### config.mk
export PLATFORM = sky130hd
export DESIGN_NAME = majority_bist
export DESIGN_NICKNAME = d
export VERILOG_FILES = /design/src/rtl/majority_bist.sv
export SDC_FILE = /design/constraint.sdc
export NUM_CORES = 1
export LEC_CHECK = 0
export CAP_MARGIN = 20
export CORE_UTILIZATION = 36
export CTS_BUF_LIST = sky130_fd_sc_hd__clkbuf_2 sky130_fd_sc_hd__clkbuf_4 sky130_fd_sc_hd__clkbuf_8
export CTS_CLUSTER_DIAMETER = 60
export DETAILED_ROUTE_END_ITERATION = 6
export DONT_BUFFER_PORTS = 1
export GPL_TIMING_DRIVEN = 0
export PLACE_DENSITY_LB_ADDON = 0.05
export SYNTH_ARGS = -nofsm -noshare
export SYNTH_HDL_FRONTEND = slang
export SYNTH_SLANG_ARGS = --single-unit
### constraint.sdc
create_clock -name clk -period 2.38 [get_ports clk]
set_input_delay 0.595 -clock clk [delete_from_list [all_inputs] [get_ports clk]]
set_output_delay 0.595 -clock clk [all_outputs]
set_load 0.02 [all_outputs]
### src/rtl/majority_bist.sv
// Exhaustive in-system tester for an external 3-input majority block.
// Steps {a,b,c} through 000..111, checks m_in after a settle time, and logs errors.
module majority_bist #(
  parameter int SETTLE_CYCLES = 1,
  parameter int ERR_CNT_W     = 4
) (
  input  logic                 clk,
  input  logic                 rst_n,
  input  logic                 start,
  output logic                 a,
  output logic                 b,
  output logic                 c,
  input  logic                 m_in,
  output logic                 exp_m,
  output logic                 busy,
  output logic                 done,
  output logic                 pass,
  output logic [ERR_CNT_W-1:0] err_cnt,
  output logic [2:0]           first_fail_vec,
  output logic                 first_fail_m
);

  localparam int CW = (SETTLE_CYCLES > 1) ? $clog2(SETTLE_CYCLES) : 1;

  typedef enum logic [1:0] {
    IDLE,
    SETTLE,
    CHECK,
    DONE
  } state_t;

  state_t        state;
  state_t        state_nxt;
  logic [2:0]    idx;
  logic [CW-1:0] cnt;
  logic          first_err;
  logic          settle_end;
  logic          mismatch;

  assign exp_m      = (a & b) | (b & c) | (a & c);
  assign settle_end = (cnt == CW'(SETTLE_CYCLES - 1));
  assign mismatch   = (state == CHECK) && (m_in != exp_m);
  assign busy       = (state == SETTLE) || (state == CHECK);
  assign done       = (state == DONE);

  always_ff @(posedge clk) begin
    if (!rst_n) state <= IDLE;
    else        state <= state_nxt;
  end

  always_comb begin
    state_nxt = state;
    unique case (state)
      IDLE:   if (start) state_nxt = SETTLE;
      SETTLE: if (settle_end) state_nxt = CHECK;
      CHECK:  state_nxt = (idx == 3'd7) ? DONE : SETTLE;
      DONE:   state_nxt = IDLE;
    endcase
  end

  always_ff @(posedge clk) begin
    if (!rst_n) begin
      {a, b, c}      <= 3'b000;
      idx            <= 3'd0;
      cnt            <= '0;
      pass           <= 1'b0;
      err_cnt        <= '0;
      first_fail_vec <= 3'b000;
      first_fail_m   <= 1'b0;
      first_err      <= 1'b0;
    end else begin
      unique case (state)
        IDLE: begin
          if (start) begin
            {a, b, c}      <= 3'b000;
            idx            <= 3'd0;
            cnt            <= '0;
            pass           <= 1'b0;
            err_cnt        <= '0;
            first_fail_vec <= 3'b000;
            first_fail_m   <= 1'b0;
            first_err      <= 1'b0;
          end
        end
        SETTLE: begin
          if (settle_end) cnt <= '0;
          else            cnt <= cnt + CW'(1);
        end
        CHECK: begin
          if (mismatch) begin
            if (err_cnt != '1) err_cnt <= err_cnt + ERR_CNT_W'(1);
            if (!first_err) begin
              first_fail_vec <= {a, b, c};
              first_fail_m   <= m_in;
              first_err      <= 1'b1;
            end
          end
          if (idx != 3'd7) begin
            idx       <= idx + 3'd1;
            {a, b, c} <= idx + 3'd1;
          end else begin
            // a mismatch on the last vector must still fail the run
            pass <= (err_cnt == '0) && !mismatch;
          end
        end
        DONE: begin
          {a, b, c} <= 3'b000;
        end
      endcase
    end
  end

endmodule

Word-level counts from Yosys, hierarchy flattened
Index checks and enable logic that the tools add are counted.
{"block": "totals", "register_bits": 19, "elab_cells": 80}
{"block": "classes", "n_eq_ne": 14, "n_bitwise": 5, "n_mux": 30, "n_reduce_logical": 17, "addsub": 3}
{"cell": "3-bit 2-to-1 mux", "n": 4}
{"cell": "4-bit 2-to-1 mux", "n": 3}
{"cell": "3-bit case mux with 2 select lines", "n": 2}
{"cell": "3-bit AND reduction", "n": 4}
{"cell": "2-bit inequality test (second input constant)", "n": 5}
{"cell": "1-bit 2-to-1 mux", "n": 9}
{"cell": "1-bit case mux with 3 select lines", "n": 3}
{"cell": "1-bit case mux with 2 select lines", "n": 4}
{"cell": "2-bit case mux with 4 select lines", "n": 1}
{"cell": "4-bit case mux with 2 select lines", "n": 1}
{"cell": "4-bit AND reduction", "n": 2}
{"cell": "2-bit 2-to-1 mux", "n": 3}
{"cell": "4-bit by 1-bit adder with 4-bit output (second input constant)", "n": 1}
{"cell": "2-bit == test (second input constant)", "n": 2}
{"cell": "4-bit zero test", "n": 1}
{"cell": "2-bit by 1-bit inequality test with 1-bit output (second input constant)", "n": 2}
{"cell": "4-bit inequality test (second input constant)", "n": 1}
{"cell": "2-bit AND reduction", "n": 2}
{"cell": "2-bit nonzero test", "n": 2}
{"cell": "3-bit by 1-bit adder with 3-bit output (second input constant)", "n": 1}
{"cell": "1-bit AND", "n": 3}
{"cell": "3-bit == test (second input constant)", "n": 1}
{"cell": "3-bit inequality test (second input constant)", "n": 1}
{"cell": "3-bit nonzero test", "n": 1}
{"cell": "8 further kinds", "n": 10}

Logic depth before layout (Yosys ltp)
Gate-level depths: netlist of run 1.
{"block": "logic_depth", "depth_word": 9, "depth_mapped": 8}

Least setup slack after synthesis of run 1
No wires, ideal clock.
{"block": "synth_timing", "path_type": "register to register", "start": "register state[0]", "end": "register err_cnt[3]", "n_path_buf": 1, "path_stages_with_launch": 8, "arrival_time_ns": 1.592, "setup_ns": 0.116, "path_slack_ns": 0.673, "path_cell_list": "dfxtp_1 -> inv_1 -> ha_1 -> buf_2 -> mux2i_2 -> a221oi_2 -> a41o_1 -> and3_1"}
{"block": "synth_between", "elab_chain_cells": 4, "elab_cells_between_ends": 9}
{"element": "start: declaration", "line_no": "32", "rtl": "state_t state;"}
{"element": "start signal: assignment", "line_no": "48", "rtl": "else state <= state_nxt;"}
{"element": "2-bit == test", "line_no": "42, 72"}
{"element": "1-bit logical AND", "line_no": "42", "rtl": "assign mismatch = (state == CHECK) && (m_in != exp_m);"}
{"element": "2-bit inequality test (no source line)"}
{"element": "4-bit AND reduction (no source line)"}
{"element": "end signal: assignment", "line_no": "91", "rtl": "if (err_cnt != '1) err_cnt <= err_cnt + ERR_CNT_W'(1);"}
{"element": "end: declaration", "line_no": "18", "rtl": "output logic [ERR_CNT_W-1:0] err_cnt,"}
Several ways; a longest one is shown, not always the timed one.
A chain may end at the register's enable or synchronous reset.

Worst setup path after layout of run 1
{"block": "layout_timing", "start": "register a", "end": "output exp_m"}
{"block": "layout_between", "elab_chain_cells": 3, "elab_cells_between_ends": 4}
{"element": "start: declaration", "line_no": "10", "rtl": "output logic a,"}
{"element": "start signal: assignment", "line_no": "100", "rtl": "{a, b, c} <= idx + 3'd1;"}
{"element": "1-bit AND", "line_no": "40", "rtl": "assign exp_m = (a & b) | (b & c) | (a & c);"}
{"element": "1-bit bitwise OR", "line_no": "40"}
{"element": "1-bit bitwise OR *", "line_no": "40"}
{"element": "end: declaration", "line_no": "14", "rtl": "output logic exp_m,"}
Every way passes the cells marked *; elsewhere a longest branch is shown, timed or not.

==> metrics, run 1 <==
status=finished clean; FF-to-FF path depth=8; Yosys warning count=0; nets=138; ANT nets after route=0; placed wire-length estimate=1.59 mm; vias in the first global route=833; Seq cells post-synth=18; HP Start=rst_n; Residual DRC=0; most common cell after layout, fill and taps aside=dfxtp_1; VDD IR-drop max=341 µV; top-level I/O count=19; crit share post-route=0.852; Worst-Skew Late Latency=0.30 ns; Yosys top cell by area=dfxtp_1; Post-Route WL=2.16 mm; unrepaired setup endpoints after global routing=no; Worst-Margin Slew=0.580 ns; dpl cells=150; cts hold-fix bufs=0; grt ovf=0; Core Area=2730 µm²; worst hold slack=0.444 ns; clock slew at reported path FFs=0.11 ns; power per cell area=591 nW/µm²; clk sinks=18; Max clock buf depth=2; DR WL/cell=14.1 µm; power share of the sequential group=0.506; crit path DAT=1.43 ns; Clock Skews=0.00969 ns; most frequent cells in the layout=dfxtp_1 (18), nand2_1 (13), nand3_1 (10), ha_1 (10), o21ai_0 (9); Setup crit start kind=flop; Async SR Flop Fraction=0; Clk network pwr share=0.244; CP Max Fanout=8; Final Setup Violations=0; Final Core Density=0.402; First-pass DRT Iterations=3; Hold EP=err_cnt[0]$_SDFFE_PN0P_; CTS H-Tree Depth=1; P_sw=214 µW; CTS tree=yes; syn nets=133; Hold Crit Class=input pin to flop; combinational power share=0.249; reg2reg start=state[0]$_SDFFE_PN0P_; max_cap viols=0; EDFF count, synth=0; Post-Syn Area=1040 µm²; WP data required=1.78 ns; slew margin rel.=0.611; post-synthesis sequential area ratio=0.347; Total Routing Usage GR=0.157; initial antenna violation count=0; vias=840; post-synthesis area per instance=8.72 µm²; type of destination of the critical path=output port; layout cells sized above 1=0.0656; Slew Viols, Final=0; reg2reg setup slack=0.36 ns; total CTS buffers=3; fin cells=153; first-pass GRT wire length=3.82 mm; standby leakage power=0.444 nW; setup tns final=0 ns; top cells by area, synth=dfxtp_1 (35%), ha_1 (12%), mux2i_1 (6.8%), nand3_1 (4.8%), nand2_1 (4.7%); Initial DRC Count=33; Fin. Hold Viols=0; synth unique cells=34; number of cell rows=19; die area=3100 µm²; Post-CTS Setup Inserts=0; Top FF cell, synth=dfxtp_1; largest net degree at the start of global routing=11; post_cts resized=0; worst setup path category=flop to output port; PortBufs=0; f_max=493 MHz; clock tree root driver cell=clkbuf_4; post-synth top area share=0.347; Int Pwr=434 µW; RR Endpoint=first_fail_vec[2]$_SDFFE_PN0P_; n_diodes=0; post-DR vias/cell=5.49; shortest period the worst path allows=2.03 ns; die height=55.7 µm; Initial Utilization=0.379; die width=55.7 µm; Area Overhead vs Synth=5.91%; Hold Path Depth=2; Placer Congestion=0.777; Mapped Cells=119; Sw Share=0.330
registers in the layout, indices dropped and copies added, names as in the netlist:
signal,flops
pass,1
c,1
idx,3
first_fail_m,1
first_fail_vec,3
first_err,1
b,1
a,1
state,2
err_cnt,4
routing by layer:
metal | vias up | wire [µm] | track usage | part of all wire
met1 | 388 | 1120 | 0.207 | 0.52
met2 | 16 | 916 | 0.243 | 0.42
met5 | - | 0 | 0 | 0
met4 | 0 | 38 | 0.0750 | 0.018
li1 | 431 | - | - | -
met3 | 5 | 84 | 0.0349 | 0.039
logic make-up after synthesis:
family / count (synthesis) / synth area share
AO/OA/AOI/OAI: 28 / 0.194
XOR/XNOR: 1 / 0.00845
adder cells (fa/ha/maj): 10 / 0.121
buffers and inverters: 10 / 0.0374
flip-flops: 18 / 0.347
multiplexers: 8 / 0.0808
AND/OR/NAND/NOR: 44 / 0.211
critical path, cell delays in order (launching register included):
cell     delay, ns
dfxtp_1       0.57
a21oi_1       0.16
nor2_1        0.40
power by group through the flow:
stage | clock [mW] | combinational [mW] | sequential (mW)
global placement | 0 | 0.160 | 0.335
CTS | 0.160 | 0.164 | 0.329
floorplan | 0 | 0.134 | 0.332
detailed placement | 0 | 0.163 | 0.336
global route | 0.174 | 0.183 | 0.331
finish | 0.159 | 0.162 | 0.329
synth_stat cells (all sizes together) (4+ instances only):
cell type and number:
nand3 10, dfxtp 18, nand2 13, mux2i 8, ha 10, a21oi 4, o21ai 9, a21boi 4
inv 6, nor2b 4, nor2 6
worst max path at each step:
| stage | start | endpoint | slack, ns | cells past startpoint |
|---|---|---|---|---|
| detailed placement | state[0]$_SDFFE_PN0P_ | err_cnt[1]$_SDFFE_PN0P_ | 0.34 | 8 |
| global placement | state[0]$_SDFFE_PN0P_ | err_cnt[1]$_SDFFE_PN0P_ | 0.40 | 8 |
| global route | state[0]$_SDFFE_PN0P_ | first_fail_vec[2]$_SDFFE_PN0P_ | 0.16 | 8 |
| finish | a$_SDFFE_PN0P_ | exp_m | 0.35 | 2 |
| floorplan | state[0]$_SDFFE_PN0P_ | err_cnt[3]$_SDFFE_PN0P_ | 0.67 | 7 |
| CTS | a$_SDFFE_PN0P_ | exp_m | 0.34 | 2 |
final cells by class:
| cell class | count | area (µm²) |
|---|---|---|
| fillers | 291 | 1640 |
| multi-input cells | 91 | 638 |
| flip-flops and latches | 18 | 360 |
| well taps | 31 | 38.8 |
| clock buffers | 3 | 22.5 |
| inverters | 6 | 22.5 |
| plain buffers | 4 | 16.3 |
stage by stage:
stage | instance area, µm² | worst slack, ns | total power [mW]
finish | 1100 | 0.353 | 0.649
global route | 1100 | 0.161 | 0.688
CTS | 1100 | 0.337 | 0.652
detailed placement | 1080 | 0.343 | 0.499
global placement | 1080 | 0.397 | 0.496
floorplan | 1040 | 0.673 | 0.466
Note: power is estimated with default switching activity, not from simulation.
==> run 2: changes to the inputs <==
- CORE_MARGIN: not set -> 2
- HOLD_SLACK_MARGIN: not set -> 0.08
==> run 2 against run 1 <==
Net effect: non-clock buffer count is the same; combinational power about the same; register-to-register slack barely moved; cell area grew 1.3%; via count increased by 1.7%; die area increased by 7.3%; core utilization grew 0.15 points; sequential cell count stayed put; wire length rose by 2.7%; global-route usage shrank 0.47 points; sequential share of layout area decreased by 0.41 points; total power increased by 5.7%; highest routed layer unchanged.
==> metrics, run 2 (synthesis gave the netlist of run 1 again) <==
Initial DRC Count=27 (-18%); status=finished clean; CTS H-Tree Depth=1 (unchanged); PortBufs=0 (unchanged); CTS tree=yes; grt ovf=0 (unchanged); Clk network pwr share=0.283 (+0.039); Worst path max stage delay=0.59 ns (+0.02 ns); vias=854 (+1.7%); power share of the sequential group=0.480 (-0.026); most frequent cells in the layout=dfxtp_1 (18), nand2_1 (13), nand3_1 (10), ha_1 (10), o21ai_0 (9); ANT nets after route=0 (unchanged); Hold Crit Class=input pin to flop; most common cell after layout, fill and taps aside=dfxtp_1; CP Max Fanout=8 (unchanged); dpl ws=0.364 ns (+0.0214 ns); fill count=287 (-1.4%); Area after DPL=1080 µm² (unchanged); f_max=486 MHz (-1.4%); Max clock buf depth=2 (unchanged); die width=57.7 µm (+3.6%); Core Area=2760 µm² (+0.87%); Worst-Skew Late Latency=0.30 ns (about the same); crit share post-route=0.864 (+0.0121); layout cells sized above 1=0.0732 (+0.00760); post-route setup slack=0.324 ns (-0.0289 ns); WP data required=1.78 ns (about the same); Crit path max-delay family=flip-flops; die height=57.7 µm (+3.6%); First-pass DRT Iterations=4 (+1); crit path DAT=1.46 ns (+0.03 ns); Slew Viols, Final=0 (unchanged); Final Setup Violations=0 (unchanged); Residual DRC=0 (unchanged); setup tns final=0 ns (unchanged); largest net degree at the start of global routing=11 (unchanged); VDD IR-drop max=288 µV (-15%); crit path cell chain=a21oi_1 -> nor2_1; shortest period the worst path allows=2.06 ns (+0.0289 ns); worst setup path category=flop to output port; n_diodes=0 (unchanged); Buf/Inv on CP=0 (unchanged); DR WL/cell=14.4 µm (+2.1%); Post-CTS Setup Inserts=0 (unchanged); post-DR vias/cell=5.55 (+1.0%); total CTS buffers=3 (unchanged); Worst-Margin Slew=0.532 ns (-0.0479 ns); Largest regs=err_cnt: 4 flops, first_fail_vec: 3 flops, idx: 3 flops; first-pass GRT wire length=3.86 mm (+1.1%); Post-Route WL=2.22 mm (+2.7%); cts hold-fix bufs=0 (unchanged); Clock Skews=0.00206 ns (-0.00764 ns); Sw Share=0.316 (-0.0144); type of destination of the critical path=output port; slew margin rel.=0.643 (+0.0322); clock tree root driver cell=clkbuf_4; Total Routing Usage GR=0.152 (-0.00465); Fin. Hold Viols=0 (unchanged); clk sinks=18 (unchanged); vias in the first global route=860 (+3.2%); standby leakage power=0.451 nW (+1.6%); Largest Register=err_cnt; Initial Utilization=0.376 (-0.00327); top-level I/O count=19 (unchanged); Placer Congestion=0.693 (-11%); die area=3330 µm² (+7.3%); Critical Path Slowest Stage Cell=dfxtp_1; combinational power share=0.237 (-0.012); P_sw=217 µW (+1.0%); Setup crit start kind=flop; placed wire-length estimate=1.66 mm (+4.6%); worst hold slack=0.451 ns (+0.00734 ns); Area Overhead vs Synth=7.24%; max_cap viols=0 (unchanged); power per cell area=616 nW/µm² (+4.4%); number of cell rows=19 (unchanged); unrepaired setup endpoints after global routing=no; max FFs per register=4 (unchanged); Final Cell Area=1110 µm² (+1.3%); Final Core Density=0.403 (+0.00153); nets=138 (unchanged); initial antenna violation count=0 (unchanged); clock slew at reported path FFs=0.11 ns (about the same); post_cts resized=0 (unchanged); Int Pwr=469 µW (+7.9%)
run 2: cell types whose count changed in the layout (fill, tap and decap cells not counted):
cell | previous run | this run
clkbuf_8 | 0 | 1
run 2: metal layers:
layer	track usage	wire length, µm	vias up
li1	-	-	430
met1	0.187	1080	404
met2	0.253	1000	15
met3	0.0357	93	5
met4	0.0698	42	0
met5	0	0	-
run 2: final cells by class:
cell class	count	area, µm²	area share
Sequential cell	18	360	0.324
Multi-Input combinational cell	91	638	0.574
Tap cell	31	38.8	0.0349
Buffer	4	16.3	0.0146
Inverter	6	22.5	0.0202
Clock buffer	4	36.3	0.0326
run 2: worst paths after layout:
path | end | start | depth (start not counted) | slack (ns)
max reg2reg | first_fail_vec[0]$_SDFFE_PN0P_ | state[0]$_SDFFE_PN0P_ | 7 | 0.35
min reg2reg | idx[1]$_SDFFE_PN0P_ | idx[1]$_SDFFE_PN0P_ | 2 | 0.53
max | exp_m | a$_SDFFE_PN0P_ | 2 | 0.32
min | first_fail_m$_SDFFE_PN0P_ | m_in | 2 | 0.45
run 2: through the flow:
stage	power [mW]	cells
after detailed placement	0.499	150
after global placement	0.497	150
after CTS	0.694	154
after global routing	0.733	154
after floorplan	0.466	119
final	0.685	154
run 2: worst reg2reg max path: cells and delay by family, from the launching register on:
kind,cells,cell delay (ns)
flip-flops,1,0.42
buffers and inverters,2,0.28
multiplexers,2,0.64
AND/OR/NAND/NOR,1,0.25
adder cells (fa/ha/maj),1,0.21
AO/OA/AOI/OAI,1,0.16
run 2: power groups by stage:
stage	registers [mW]	clock network [mW]	logic, mW
3_3_place_gp	0.336	0	0.161
2_1_floorplan	0.332	0	0.134
3_5_place_dp	0.336	0	0.163
6_report	0.329	0.194	0.163
4_1_cts	0.329	0.201	0.164
5_1_grt	0.331	0.220	0.183
==> run 3: changes to the inputs <==
- CORE_MARGIN: 2 -> 3
==> run 3 against run 2 <==
Net effect: cell count shrank 0.65%; combinational power is essentially flat; sequential cell count is the same; cell area shrank 0.11%; global-route usage shrank 1.5 points; largest cell class unchanged; highest routed layer unchanged.
==> metrics, run 3 (synthesis gave the netlist of run 1 again) <==
total CTS buffers=3 (unchanged); Setup crit start kind=flop; CP Max Fanout=8 (unchanged); Clock Skews=0.0117 ns (+0.00965 ns); CTS tree=yes; most frequent cells in the layout=dfxtp_1 (18), nand2_1 (13), nand3_1 (10), ha_1 (10), o21ai_0 (9); first-pass GRT wire length=3.69 mm (-4.3%); FF/Latch Area=360 µm² (unchanged); die area=3560 µm² (+7.1%); post_cts resized=0 (unchanged); Post-CTS Setup Inserts=0 (unchanged); f_max=488 MHz (+0.31%); Critical Path Slowest Stage Cell=dfxtp_1; nets=138 (unchanged); worst hold slack=0.436 ns (-0.0155 ns); power share of the sequential group=0.478 (-0.002); WP data required=1.78 ns (about the same); setup tns final=0 ns (unchanged); max FFs per register=4 (unchanged); Initial DRC Count=41 (+52%); Sw Share=0.319 (+0.00336); Total Routing Usage GR=0.138 (-0.0146); placed wire-length estimate=1.62 mm (-2.6%); Placer Congestion=0.729 (+5.2%); largest net degree at the start of global routing=11 (unchanged); clock tree root driver cell=clkbuf_4; type of destination of the critical path=output port; Worst-Skew Late Latency=0.30 ns (about the same); die width=59.7 µm (+3.5%); layout cells sized above 1=0.0732 (unchanged); Post-Route WL=2.20 mm (-0.68%); Max clock buf depth=2 (unchanged); clock slew at reported path FFs=0.12 ns (about the same); n_diodes=0 (unchanged); crit path DAT=1.45 ns (about the same); post-DR vias/cell=5.49 (-1.0%); standby leakage power=0.451 nW (unchanged); top-level I/O count=19 (unchanged); worst setup path category=flop to output port; Clk network pwr share=0.288 (+0.005); crit path cell chain=a21oi_1 -> nor2_1; vias=840 (-1.6%); Int Pwr=468 µW (about the same); power per cell area=619 nW/µm² (+0.51%); initial antenna violation count=0 (unchanged); cts hold-fix bufs=0 (unchanged); Slew Viols, Final=0 (unchanged); most common cell after layout, fill and taps aside=dfxtp_1; Core Area=2610 µm² (-5.3%); First-pass DRT Iterations=4 (unchanged); unrepaired setup endpoints after global routing=no; status=finished clean; die height=59.7 µm (+3.5%); number of cell rows=18 (-1); grt ovf=0 (unchanged); DR WL/cell=14.4 µm (about the same); area of the multi-input gates=638 µm² (unchanged); Final Setup Violations=0 (unchanged); clk sinks=18 (unchanged); Largest regs=err_cnt: 4 flops, first_fail_vec: 3 flops, idx: 3 flops; CTS H-Tree Depth=1 (unchanged); PortBufs=0 (unchanged); Worst-Margin Slew=0.587 ns (+0.0555 ns); Initial Utilization=0.397 (+0.0209); ANT nets after route=0 (unchanged); max_cap viols=0 (unchanged); combinational power share=0.234 (-0.003); Worst path max stage delay=0.58 ns (about the same); Residual DRC=0 (unchanged); fill count=270 (-5.9%); VDD IR-drop max=393 µV (+36%); Area Overhead vs Synth=7.12%; slew margin rel.=0.606 (-0.0373); Largest Register=err_cnt; crit share post-route=0.861 (-0.00264); shortest period the worst path allows=2.05 ns (-0.00628 ns); Hold Crit Class=input pin to flop; Fin. Hold Viols=0 (unchanged); Final Core Density=0.425 (+0.0219); vias in the first global route=766 (-11%); P_sw=220 µW (+1.5%)
run 3: cell counts in the layout (fill, tap and decap cells not counted):
Identical to the previous run, type by type.
run 3: path summary, 6_finish.rpt:
check / cells past startpoint / endpoint / slack [ns] / startpoint
worst max-delay path: 2 / exp_m / 0.33 / b$_SDFFE_PN0P_
worst min register to register: 2 / idx[1]$_SDFFE_PN0P_ / 0.54 / idx[1]$_SDFFE_PN0P_
worst max register to register: 8 / err_cnt[0]$_SDFFE_PN0P_ / 0.37 / state[0]$_SDFFE_PN0P_
worst min-delay path: 2 / first_fail_m$_SDFFE_PN0P_ / 0.44 / m_in
run 3: area by class of cell:
class / count / share of cell area
well taps: 30 / 0.0338
multi-input cells: 91 / 0.574
flip-flops and latches: 18 / 0.324
inverters: 6 / 0.0203
clock buffers: 4 / 0.0327
plain buffers: 4 / 0.0146
run 3: per-stage QoR:
step	area (µm²)	std cells	setup WS, ns	total power, mW
after floorplan	1040	119	0.673	0.466
after global placement	1070	149	0.409	0.495
after detailed placement	1070	149	0.367	0.498
after CTS	1110	153	0.304	0.702
after global routing	1110	153	0.103	0.736
final	1110	153	0.330	0.688
run 3: worst max-delay path, delay by kind of cell, from the launching register on:
kind             cells  cell delay, ns
AO/OA/AOI/OAI        1            0.16
AND/OR/NAND/NOR      1            0.41
flip-flops           1            0.58
run 3: layer usage:
layer | share of wire | track usage | up-vias
met5 | 0 | 0 | -
met4 | 0.0064 | 0.0380 | 0
met3 | 0.051 | 0.0432 | 2
met2 | 0.44 | 0.215 | 15
met1 | 0.50 | 0.183 | 393
li1 | - | - | 430
run 3: power by group through the flow:
stage / Clock [mW] / Combinational [mW] / Sequential, mW
final: 0.198 / 0.161 / 0.329
after global routing: 0.221 / 0.182 / 0.332
after CTS: 0.210 / 0.163 / 0.329
after detailed placement: 0 / 0.162 / 0.336
after global placement: 0 / 0.159 / 0.336
after floorplan: 0 / 0.134 / 0.332
